[src/rtl/mio_pkg.sv]
// Shared definitions for the MIO bus controller slice.
//   mio_state_t  : controller FSM states
//   ERR_DATA_DEF : read data returned on a bus error
//   clog2        : ceiling log2 for parameter arithmetic (clog2(1) = 0)
package mio_pkg;

  typedef enum logic [1:0] {
    IDLE = 2'd0,
    REQ  = 2'd1,
    HOLD = 2'd2
  } mio_state_t;

  localparam logic [31:0] ERR_DATA_DEF = 32'hDEAD_BEEF;

  function automatic int unsigned clog2(input int unsigned v);
    int unsigned r;
    r = 0;
    while ((32'd1 << r) < v) r++;
    return r;
  endfunction

endpackage

[src/rtl/mio_timeout_cnt.sv]
// Ack-wait timeout counter.
//   clk, rst_n : clock, asynchronous active-low reset
//   clear      : reload the count to zero
//   enable     : advance the count by one
//   expired    : count has reached TIMEOUT-1 (last permitted wait cycle)
module mio_timeout_cnt
  import mio_pkg::*;
#(
  parameter int unsigned TIMEOUT = 15
) (
  input  logic clk,
  input  logic rst_n,
  input  logic clear,
  input  logic enable,
  output logic expired
);

  localparam int unsigned CNTW = (clog2(TIMEOUT + 1) < 1) ? 1 : clog2(TIMEOUT + 1);

  logic [CNTW-1:0] cnt;

  always_ff @(posedge clk or negedge rst_n) begin
    if (!rst_n)      cnt <= '0;
    else if (clear)  cnt <= '0;
    else if (enable) cnt <= cnt + 1'b1;
  end

  assign expired = (cnt == CNTW'(TIMEOUT - 1));

endmodule

[src/rtl/mio_bus_ctrl.sv]
// Memory/IO bus controller between the CPU MIO port and N_CH slave channels.
//   clk, reset            : clock, asynchronous active-low reset
//   CPU_MIO, mem_w        : CPU request and direction (1 = write)
//   Addr_out, Data_out    : CPU address and write data
//   Data_in, MIO_ready    : read data and completion back to the CPU
//   bus_err               : completion is an error (timeout or unmapped)
//   ch_req, ch_we         : one-hot channel request, shared write qualifier
//   ch_addr, ch_wdata     : registered address / write data, shared
//   ch_rdata, ch_ack      : packed channel read data, per-channel ack
//   err_cnt               : saturating bus error count
module mio_bus_ctrl
  import mio_pkg::*;
#(
  parameter int unsigned   N_CH     = 4,
  parameter int unsigned   DW       = 32,
  parameter int unsigned   AW       = 32,
  parameter int unsigned   SEL_LSB  = 28,
  parameter int unsigned   TIMEOUT  = 15,
  parameter logic [DW-1:0] ERR_DATA = DW'(ERR_DATA_DEF)
) (
  input  logic               clk,
  input  logic               reset,
  input  logic               CPU_MIO,
  input  logic               mem_w,
  input  logic [AW-1:0]      Addr_out,
  input  logic [DW-1:0]      Data_out,
  output logic [DW-1:0]      Data_in,
  output logic               MIO_ready,
  output logic               bus_err,
  output logic [N_CH-1:0]    ch_req,
  output logic               ch_we,
  output logic [AW-1:0]      ch_addr,
  output logic [DW-1:0]      ch_wdata,
  input  logic [N_CH*DW-1:0] ch_rdata,
  input  logic [N_CH-1:0]    ch_ack,
  output logic [7:0]         err_cnt
);

  localparam int unsigned CW = (clog2(N_CH) < 1) ? 1 : clog2(N_CH);

  mio_state_t state, state_nxt;

  logic [N_CH-1:0] req_nxt;
  logic            we_nxt;
  logic [AW-1:0]   addr_nxt;
  logic [DW-1:0]   wdata_nxt;
  logic [DW-1:0]   data_nxt;
  logic            rdy_nxt;
  logic            err_nxt;
  logic [7:0]      cnt_nxt;
  logic [7:0]      err_inc;

  logic [CW-1:0]   sel_in, sel_q;
  logic [N_CH-1:0] sel_onehot;
  logic            sel_ok;
  logic            ack_sel;
  logic [DW-1:0]   rdata_sel;

  logic tmo_clr, tmo_en, tmo_expired;

  mio_timeout_cnt #(.TIMEOUT(TIMEOUT)) u_tmo (
    .clk     (clk),
    .rst_n   (reset),
    .clear   (tmo_clr),
    .enable  (tmo_en),
    .expired (tmo_expired)
  );

  assign sel_in  = Addr_out[SEL_LSB +: CW];
  assign sel_q   = ch_addr[SEL_LSB +: CW];
  assign err_inc = (err_cnt == '1) ? err_cnt : err_cnt + 8'd1;

  // Decode and muxes by comparison loop; a select value with no matching
  // channel yields an all-zero one-hot, which doubles as the unmapped test.
  always_comb begin
    sel_onehot = '0;
    ack_sel    = 1'b0;
    rdata_sel  = '0;
    for (int unsigned i = 0; i < N_CH; i++) begin
      sel_onehot[i] = (sel_in == CW'(i));
      if (sel_q == CW'(i)) begin
        ack_sel   = ch_ack[i];
        rdata_sel = ch_rdata[i*DW +: DW];
      end
    end
    sel_ok = |sel_onehot;
  end

  always_comb begin
    state_nxt = state;
    req_nxt   = ch_req;
    we_nxt    = ch_we;
    addr_nxt  = ch_addr;
    wdata_nxt = ch_wdata;
    data_nxt  = Data_in;
    rdy_nxt   = MIO_ready;
    err_nxt   = bus_err;
    cnt_nxt   = err_cnt;
    tmo_clr   = 1'b0;
    tmo_en    = 1'b0;
    case (state)
      IDLE: begin
        if (CPU_MIO) begin
          addr_nxt  = Addr_out;
          wdata_nxt = Data_out;
          we_nxt    = mem_w;
          if (sel_ok) begin
            req_nxt   = sel_onehot;
            tmo_clr   = 1'b1;
            state_nxt = REQ;
          end else begin
            data_nxt  = ERR_DATA;
            err_nxt   = 1'b1;
            rdy_nxt   = 1'b1;
            cnt_nxt   = err_inc;
            state_nxt = HOLD;
          end
        end
      end
      REQ: begin
        // Ack is tested before the timeout so a coincident ack wins.
        if (ack_sel) begin
          req_nxt   = '0;
          data_nxt  = ch_we ? '0 : rdata_sel;
          err_nxt   = 1'b0;
          rdy_nxt   = 1'b1;
          state_nxt = HOLD;
        end else if (tmo_expired) begin
          req_nxt   = '0;
          data_nxt  = ERR_DATA;
          err_nxt   = 1'b1;
          rdy_nxt   = 1'b1;
          cnt_nxt   = err_inc;
          state_nxt = HOLD;
        end else begin
          tmo_en = 1'b1;
        end
      end
      HOLD: begin
        if (!CPU_MIO) begin
          rdy_nxt   = 1'b0;
          err_nxt   = 1'b0;
          state_nxt = IDLE;
        end
      end
      default: state_nxt = IDLE;
    endcase
  end

  always_ff @(posedge clk or negedge reset) begin
    if (!reset) begin
      state     <= IDLE;
      ch_req    <= '0;
      ch_we     <= 1'b0;
      ch_addr   <= '0;
      ch_wdata  <= '0;
      Data_in   <= '0;
      MIO_ready <= 1'b0;
      bus_err   <= 1'b0;
      err_cnt   <= '0;
    end else begin
      state     <= state_nxt;
      ch_req    <= req_nxt;
      ch_we     <= we_nxt;
      ch_addr   <= addr_nxt;
      ch_wdata  <= wdata_nxt;
      Data_in   <= data_nxt;
      MIO_ready <= rdy_nxt;
      bus_err   <= err_nxt;
      err_cnt   <= cnt_nxt;
    end
  end

endmodule
[config.mk]
export PLATFORM = sky130hd
export DESIGN_NAME = mio_bus_ctrl
export DESIGN_NICKNAME = d
export VERILOG_FILES = /design/src/rtl/mio_pkg.sv /design/src/rtl/mio_timeout_cnt.sv /design/src/rtl/mio_bus_ctrl.sv
export SDC_FILE = /design/constraint.sdc
export NUM_CORES = 1
export LEC_CHECK = 0
export CORE_ASPECT_RATIO = 0.7
export CORE_MARGIN = 3
export CORE_UTILIZATION = 25
export DETAILED_ROUTE_END_ITERATION = 6
export GPL_TIMING_DRIVEN = 0
export PLACE_DENSITY_LB_ADDON = 0.25
export SKIP_CTS_REPAIR_TIMING = 1
export SLEW_MARGIN = 5
export SYNTH_ARGS = -nofsm -noshare
export SYNTH_HDL_FRONTEND = slang
export SYNTH_HIERARCHICAL = 1
export SYNTH_SLANG_ARGS = --single-unit
[constraint.sdc]
create_clock -name clk -period 2.86 [get_ports clk]
set_input_delay 0.572 -clock clk [delete_from_list [all_inputs] [get_ports clk]]
set_output_delay 0.572 -clock clk [all_outputs]
set_load 0.02 [all_outputs]
==> results of run 1 <==
==> layout make-up <==
| type | instances | area (µm²) | share of cell area |
|---|---|---|---|
| Timing Repair Buffer | 311 | 3130 | 0.329 |
| Sequential cell | 117 | 2930 | 0.307 |
| Multi-Input combinational cell | 236 | 2330 | 0.245 |
| Clock buffer | 20 | 447 | 0.0469 |
| Tap cell | 276 | 345 | 0.0363 |
| Clock inverter | 12 | 154 | 0.0162 |
| Buffer | 24 | 111 | 0.0117 |
| Inverter | 19 | 71.3 | 0.00749 |
==> worst min path at each step <==
stage,start,to,slack (ns),cells past startpoint
after floorplan,reset,Data_in[0]$_DFFE_PN0P_,0.28,0
after global placement,Data_in[18]$_DFFE_PN0P_,Data_in[18]$_DFFE_PN0P_,0.47,2
after detailed placement,reset,Data_in[29]$_DFFE_PN0P_,0.48,1
after CTS,reset,Data_in[29]$_DFFE_PN0P_,0.04,1
after global routing,reset,Data_in[20]$_DFFE_PN0P_,0.04,1
final,reset,Data_in[29]$_DFFE_PN0P_,0.04,1
==> synth_stat cells, drive strengths merged <==
master	instances
and3	3
and4	1
a21bo	1
ha	3
nor2	10
mux2i	2
nand2	19
or2b	1
buf	10
a211o	1
nor3b	1
nor3	4
mux2	71
a22o	8
o21ai	17
nor2b	2
xnor2	3
dfrtp	117
o21bai	1
a21oi	39
nor4	1
mux4	33
a2111o	1
nand3b	1
o211a	1
clkbuf	14
nand4	1
inv	19
nand2b	3
nand3	3
xor2	5
==> routing by layer <==
layer / part of all wire / wire length, µm / global-route usage / vias up
li1: - / - / - / 2118
met1: 0.41 / 7600 / 0.191 / 2265
met2: 0.50 / 9170 / 0.264 / 185
met3: 0.073 / 1340 / 0.0511 / 25
met4: 0.015 / 279 / 0.0403 / 2
met5: 0.00071 / 13 / 0 / -
==> metrics by stage <==
| stage | utilization | setup slack (ns) | setup TNS [ns] | instances |
|---|---|---|---|---|
| CTS | 0.453 | -0.141 | -0.933 | 1015 |
| detailed placement | 0.424 | -0.570 | -8.10 | 983 |
| global route | 0.453 | 0.0312 | 0 | 1015 |
| global placement | 0.423 | -3.34 | -397.49 | 982 |
| floorplan | - | 0.694 | 0 | 396 |
| finish | 0.453 | 0.234 | 0 | 1015 |
==> registers in the layout, summed over array words and instances, names as in the netlist, 2 cells and up <==
name       cells
Data_in       32
u_tmo/cnt      4
ch_req         4
ch_addr       32
err_cnt        8
state          2
ch_wdata      32
==> logic make-up after synthesis <==
family,Yosys count,synth area share
DFF,117,0.538
muxes,106,0.288
AOI/OAI and AO/OA,69,0.0738
and+or+nand+nor,50,0.0465
buffers and inverters,43,0.0336
xor gates and xnor gates,8,0.0129
adders and majority gates,3,0.00690
==> power by group <==
part           total [mW]  internal [mW]  switching, mW
combinational        5.10           2.64           2.46
clock                2.16           1.39          0.765
sequential           2.83           2.41          0.424
total                10.1           6.44           3.65
==> metrics.yaml, run 1 <==
grt_pass1_wl_um: 28400
yosys_warnings: 6
cp_num_buf_inv: 4
crit_chain: "clkdlybuf4s50_1 > inv_1 > nor3_2 > buf_2 > buf_1 > mux2_2"
numClockSinks: 117
finalHoldViolations: 0
synthCells: 396
max-cap-violations: 0
dr.pass1.iters: 4
coreArea_mm2: 0.0210
wire_per_inst_um: 18.1
critPathTopFamily: "buffers and inverters"
synthDistinctLibCells: 35
die_y_um: 129
endpoint_kind: "flip-flop"
slew_headroom: 0.400
fin_crit_sh: 0.918
ir_drop_uv: 494
reg2reg_depth: 7
grt_pass1_vias: 5109
critPathLaunchType: "primary input"
fin_crit_ns: 2.63
ant_nets: 0
cts.reportedPaths.clkPinSlew_ns: 0.06
grt_max_degree: 88
area_growth_pct: 75.1
finalPower_mw: 10.1
crit_slowest_cell: "buf_1"
crit_required_ns: 3.14
cts_buffers: 17
worstSetupPathType: "in -> reg"
synth_seq_cells: 117
p_per_area_mw_per_mm2: 1060
first_iter_violations: 192
synth_fp_nets: 599
path_depth: 6
start_util: 0.259
cts_tree: "built"
final_nets: 929
place_area_mm2: 0.00892
via_per_inst: 4.53
synth_top_area_cell: "dfrtp_1"
layout_common_cells: "309 x clkdlybuf4s50_1, 117 x dfrtp_1, 70 x mux2_2"
cts-root-buf: "clkbuf_16"
grt-ovfl-total: 0
drive_above_1_share: 0.199
drv_slew: 0
dp_hpwl_um: 14600
synth_area_mm2: 0.00544
rows: 44
cp_slowest_stage_delay_ns: 0.63
vias: 4595
gr-usage-all-layers: 0.155
worstPathMaxFanout: 14
drc: 0
design_area_mm2: 0.00952
timing.rr.end: "u_tmo/cnt[3]$_DFFE_PN0P_"
htree_levels: 4
finalSetupViolCount: 0
fill_cells: 1903
p_leak_nw: 3.87
status: "finished clean"
rsz0062_at_grt: "false"
clock_latency_ns: 0.40
worst_ep_arrival_time_ns: 2.91
ff2ff_setup_slack_ns: 0.29
startpoint: "CPU_MIO"
diodes: 0
clock.fmax_mhz: 381
cts.path.max_buffers: 2
synth_top_area_share: 0.538
die-area_mm2: 0.0236
final_common_cell: "clkdlybuf4s50_1"
r2r_start: "ch_addr[29]$_DFFE_PN0P_"
wl_um: 18400
place_congestion: 0.853
antenna_found_initial: 1
whs_ns: 0.0424
ios: 311
ys_seq_area_frac: 0.538
worst_pin_slew_ns: 0.900
synth.avg_cell_area_um2: 13.7
die_width_um: 182
hold_path_class: "in -> async"
crit_path_end: "ch_wdata[24]$_DFFE_PN0P_"
clock_skew_ns: 0.00911
port_buffers: 310
synth_area_leaders: "dfrtp_1 54%, mux2_2 14%, mux4_2 14%"
(Power assumes the default switching activity.)
==> run 2, diff against run 1 <==
--- a/config.mk
+++ b/config.mk
@@ -5,7 +5,7 @@
 export SDC_FILE = /design/constraint.sdc
 export NUM_CORES = 1
 export LEC_CHECK = 0
-export CORE_ASPECT_RATIO = 0.7
+export CORE_ASPECT_RATIO = 1.5
 export CORE_MARGIN = 3
 export CORE_UTILIZATION = 25
 export DETAILED_ROUTE_END_ITERATION = 6
==> run 2 against run 1 <==
Effect of this change: total power grew 1.7%; first-iteration DRC count shrank 15%; critical path depth is the same; sequential share of layout area shrank 0.077 points; combinational power grew 1%; worst setup slack gained 0.055 ns; worst hold slack gained 0.071 ns.
==> metrics.yaml, run 2 (same netlist as run 1, synthesis figures left out) <==
clock_skew_ns: 0.0113  # +0.00223 ns
fin_ws_ns: 0.289  # +0.0547 ns
grt_max_degree: 61  # -31%
worst_pin_slew_ns: 0.816  # -0.0835 ns
ant_nets: 0  # unchanged
worst_ep_arrival_time_ns: 2.86  # -0.05 ns
finalHoldViolations: 0  # unchanged
dr.pass1.iters: 4  # unchanged
hold_path_class: "in -> async"
fill_cells: 1995  # +4.8%
crit_required_ns: 3.15  # about the same
ir_drop_uv: 466  # -5.6%
critPathTopFamily: "buffers and inverters"
clock.fmax_mhz: 389  # +2.1%
tns_ns: 0  # unchanged
fin_crit_ns: 2.57  # -0.0547 ns
dp.cells: 975  # -0.81%
rsz0062_at_grt: "false"
endpoint_kind: "flip-flop"
gr-usage-all-layers: 0.162  # +0.00770
wl_um: 19200  # +4.4%
die-area_mm2: 0.0236  # about the same
diodes: 0  # unchanged
cp_slowest_stage_delay_ns: 0.56  # -0.07 ns
via_per_inst: 4.59  # +1.3%
layout_common_cells: "309 x clkdlybuf4s50_1, 117 x dfrtp_1, 70 x mux2_2"
numClockSinks: 117  # unchanged
die_width_um: 126  # -31%
vias: 4620  # +0.54%
port_buffers: 310  # unchanged
slew_headroom: 0.456  # +0.0557
crit_chain: "clkdlybuf4s50_1 > inv_1 > nor3_2 > buf_2 > clkbuf_2 > mux2_2"
cts_tree: "built"
drv_slew: 0  # unchanged
final_common_cell: "clkdlybuf4s50_1"
die_y_um: 187  # +44%
antenna_found_initial: 2  # +1
htree_levels: 4  # unchanged
grt-ovfl-total: 0  # unchanged
grt_pass1_wl_um: 29700  # +4.6%
p_leak_nw: 3.90  # +0.60%
worstSetupPathType: "in -> reg"
dp_hpwl_um: 15100  # +3.4%
ios: 311  # unchanged
max-cap-violations: 0  # unchanged
status: "finished clean"
cts-root-buf: "clkbuf_16"
critPathLaunchType: "primary input"
utilization: 0.450  # -0.00307
dp_slack_ns: -0.970  # -0.400 ns
clock_latency_ns: 0.41  # about the same
area_growth_pct: 75.5
grt_pass1_vias: 5202  # +1.8%
cp_num_buf_inv: 4  # unchanged
reg_top3: "Data_in (32), ch_addr (32), ch_wdata (32)"
finalSetupViolCount: 0  # unchanged
crit_slowest_cell: "nor3_2"
first_iter_violations: 164  # -15%
drive_above_1_share: 0.202  # +0.00271
coreArea_mm2: 0.0212  # +0.93%
rows: 65  # +48%
start_util: 0.256  # -0.00239
cts.reportedPaths.clkPinSlew_ns: 0.06  # about the same
p_per_area_mw_per_mm2: 1070  # +1.4%
wire_per_inst_um: 19.1  # +5.3%
worstPathMaxFanout: 14  # unchanged
fin_crit_sh: 0.899  # -0.0191
final_cells: 1007  # -0.79%
drc: 0  # unchanged
cts.path.max_buffers: 2  # unchanged
cts_buffers: 17  # unchanged
final_nets: 929  # unchanged
place_congestion: 0.898  # +5.3%
[run 2: changes by cell type in the layout (fill, tap and decap cells not counted), sizes merged]
cell,previous run,this run
buf,12,11
clkinvlp,3,2
clkbuf,34,35
bufinv,3,4
[run 2: power breakdown]
part / leakage [nW] / total (mW) / internal, mW / switching [mW]
logic: 2.19 / 5.16 / 2.64 / 2.52
registers: 1.40 / 2.81 / 2.40 / 0.404
clock network: 0.306 / 2.29 / 1.50 / 0.783
total: 3.90 / 10.3 / 6.55 / 3.71
[run 2: cell type report]
class | instances | area [µm²] | area share
Sequential cell | 117 | 2930 | 0.307
Buffer | 24 | 113 | 0.0118
Clock inverter | 12 | 176 | 0.0185
Inverter | 19 | 71.3 | 0.00747
Clock buffer | 20 | 457 | 0.0478
Tap cell | 268 | 335 | 0.0351
Multi-Input combinational cell | 236 | 2330 | 0.244
Timing Repair Buffer | 311 | 3130 | 0.328
[run 2: per-stage QoR]
step | power, mW | instance area [µm²] | hold WS [ns]
after floorplan | 5.61 | 5440 | 0.276
after global placement | 7.96 | 8880 | 0.467
after detailed placement | 8.07 | 8910 | 0.475
after CTS | 10.4 | 9540 | 0.138
after global routing | 10.8 | 9550 | 0.150
final | 10.3 | 9550 | 0.114
[run 2: routing by layer]
layer	share of wire	up-vias	GRT usage	routed length (µm)
met5	0.0014	-	0	27
met4	0.020	4	0.0541	393
met3	0.072	27	0.0510	1380
met2	0.53	190	0.288	10300
met1	0.37	2297	0.184	7170
li1	-	2102	-	-
[run 2: path summary, 6_finish.rpt]
check	start	end	slack, ns	depth (start not counted)
min in group clk	Data_in[25]$_DFFE_PN0P_	Data_in[25]$_DFFE_PN0P_	0.48	2
setup / recovery	CPU_MIO	ch_wdata[23]$_DFFE_PN0P_	0.29	6
hold reg to reg	Data_in[25]$_DFFE_PN0P_	Data_in[25]$_DFFE_PN0P_	0.48	2
hold / removal	reset	ch_addr[3]$_DFFE_PN0P_	0.11	1
max in group asynchronous	reset	err_cnt[4]$_DFFE_PN0P_	2.04	2
setup reg to reg	ch_addr[29]$_DFFE_PN0P_	u_tmo/cnt[3]$_DFFE_PN0P_	0.35	7
==> run 3, diff against run 2 <==
--- a/config.mk
+++ b/config.mk
@@ -12,7 +12,6 @@
 export GPL_TIMING_DRIVEN = 0
 export PLACE_DENSITY_LB_ADDON = 0.25
 export SKIP_CTS_REPAIR_TIMING = 1
-export SLEW_MARGIN = 5
 export SYNTH_ARGS = -nofsm -noshare
 export SYNTH_HDL_FRONTEND = slang
 export SYNTH_HIERARCHICAL = 1
==> results of run 3 <==
Same layout as run 2: the final DEF is identical, and so are final timing and power.
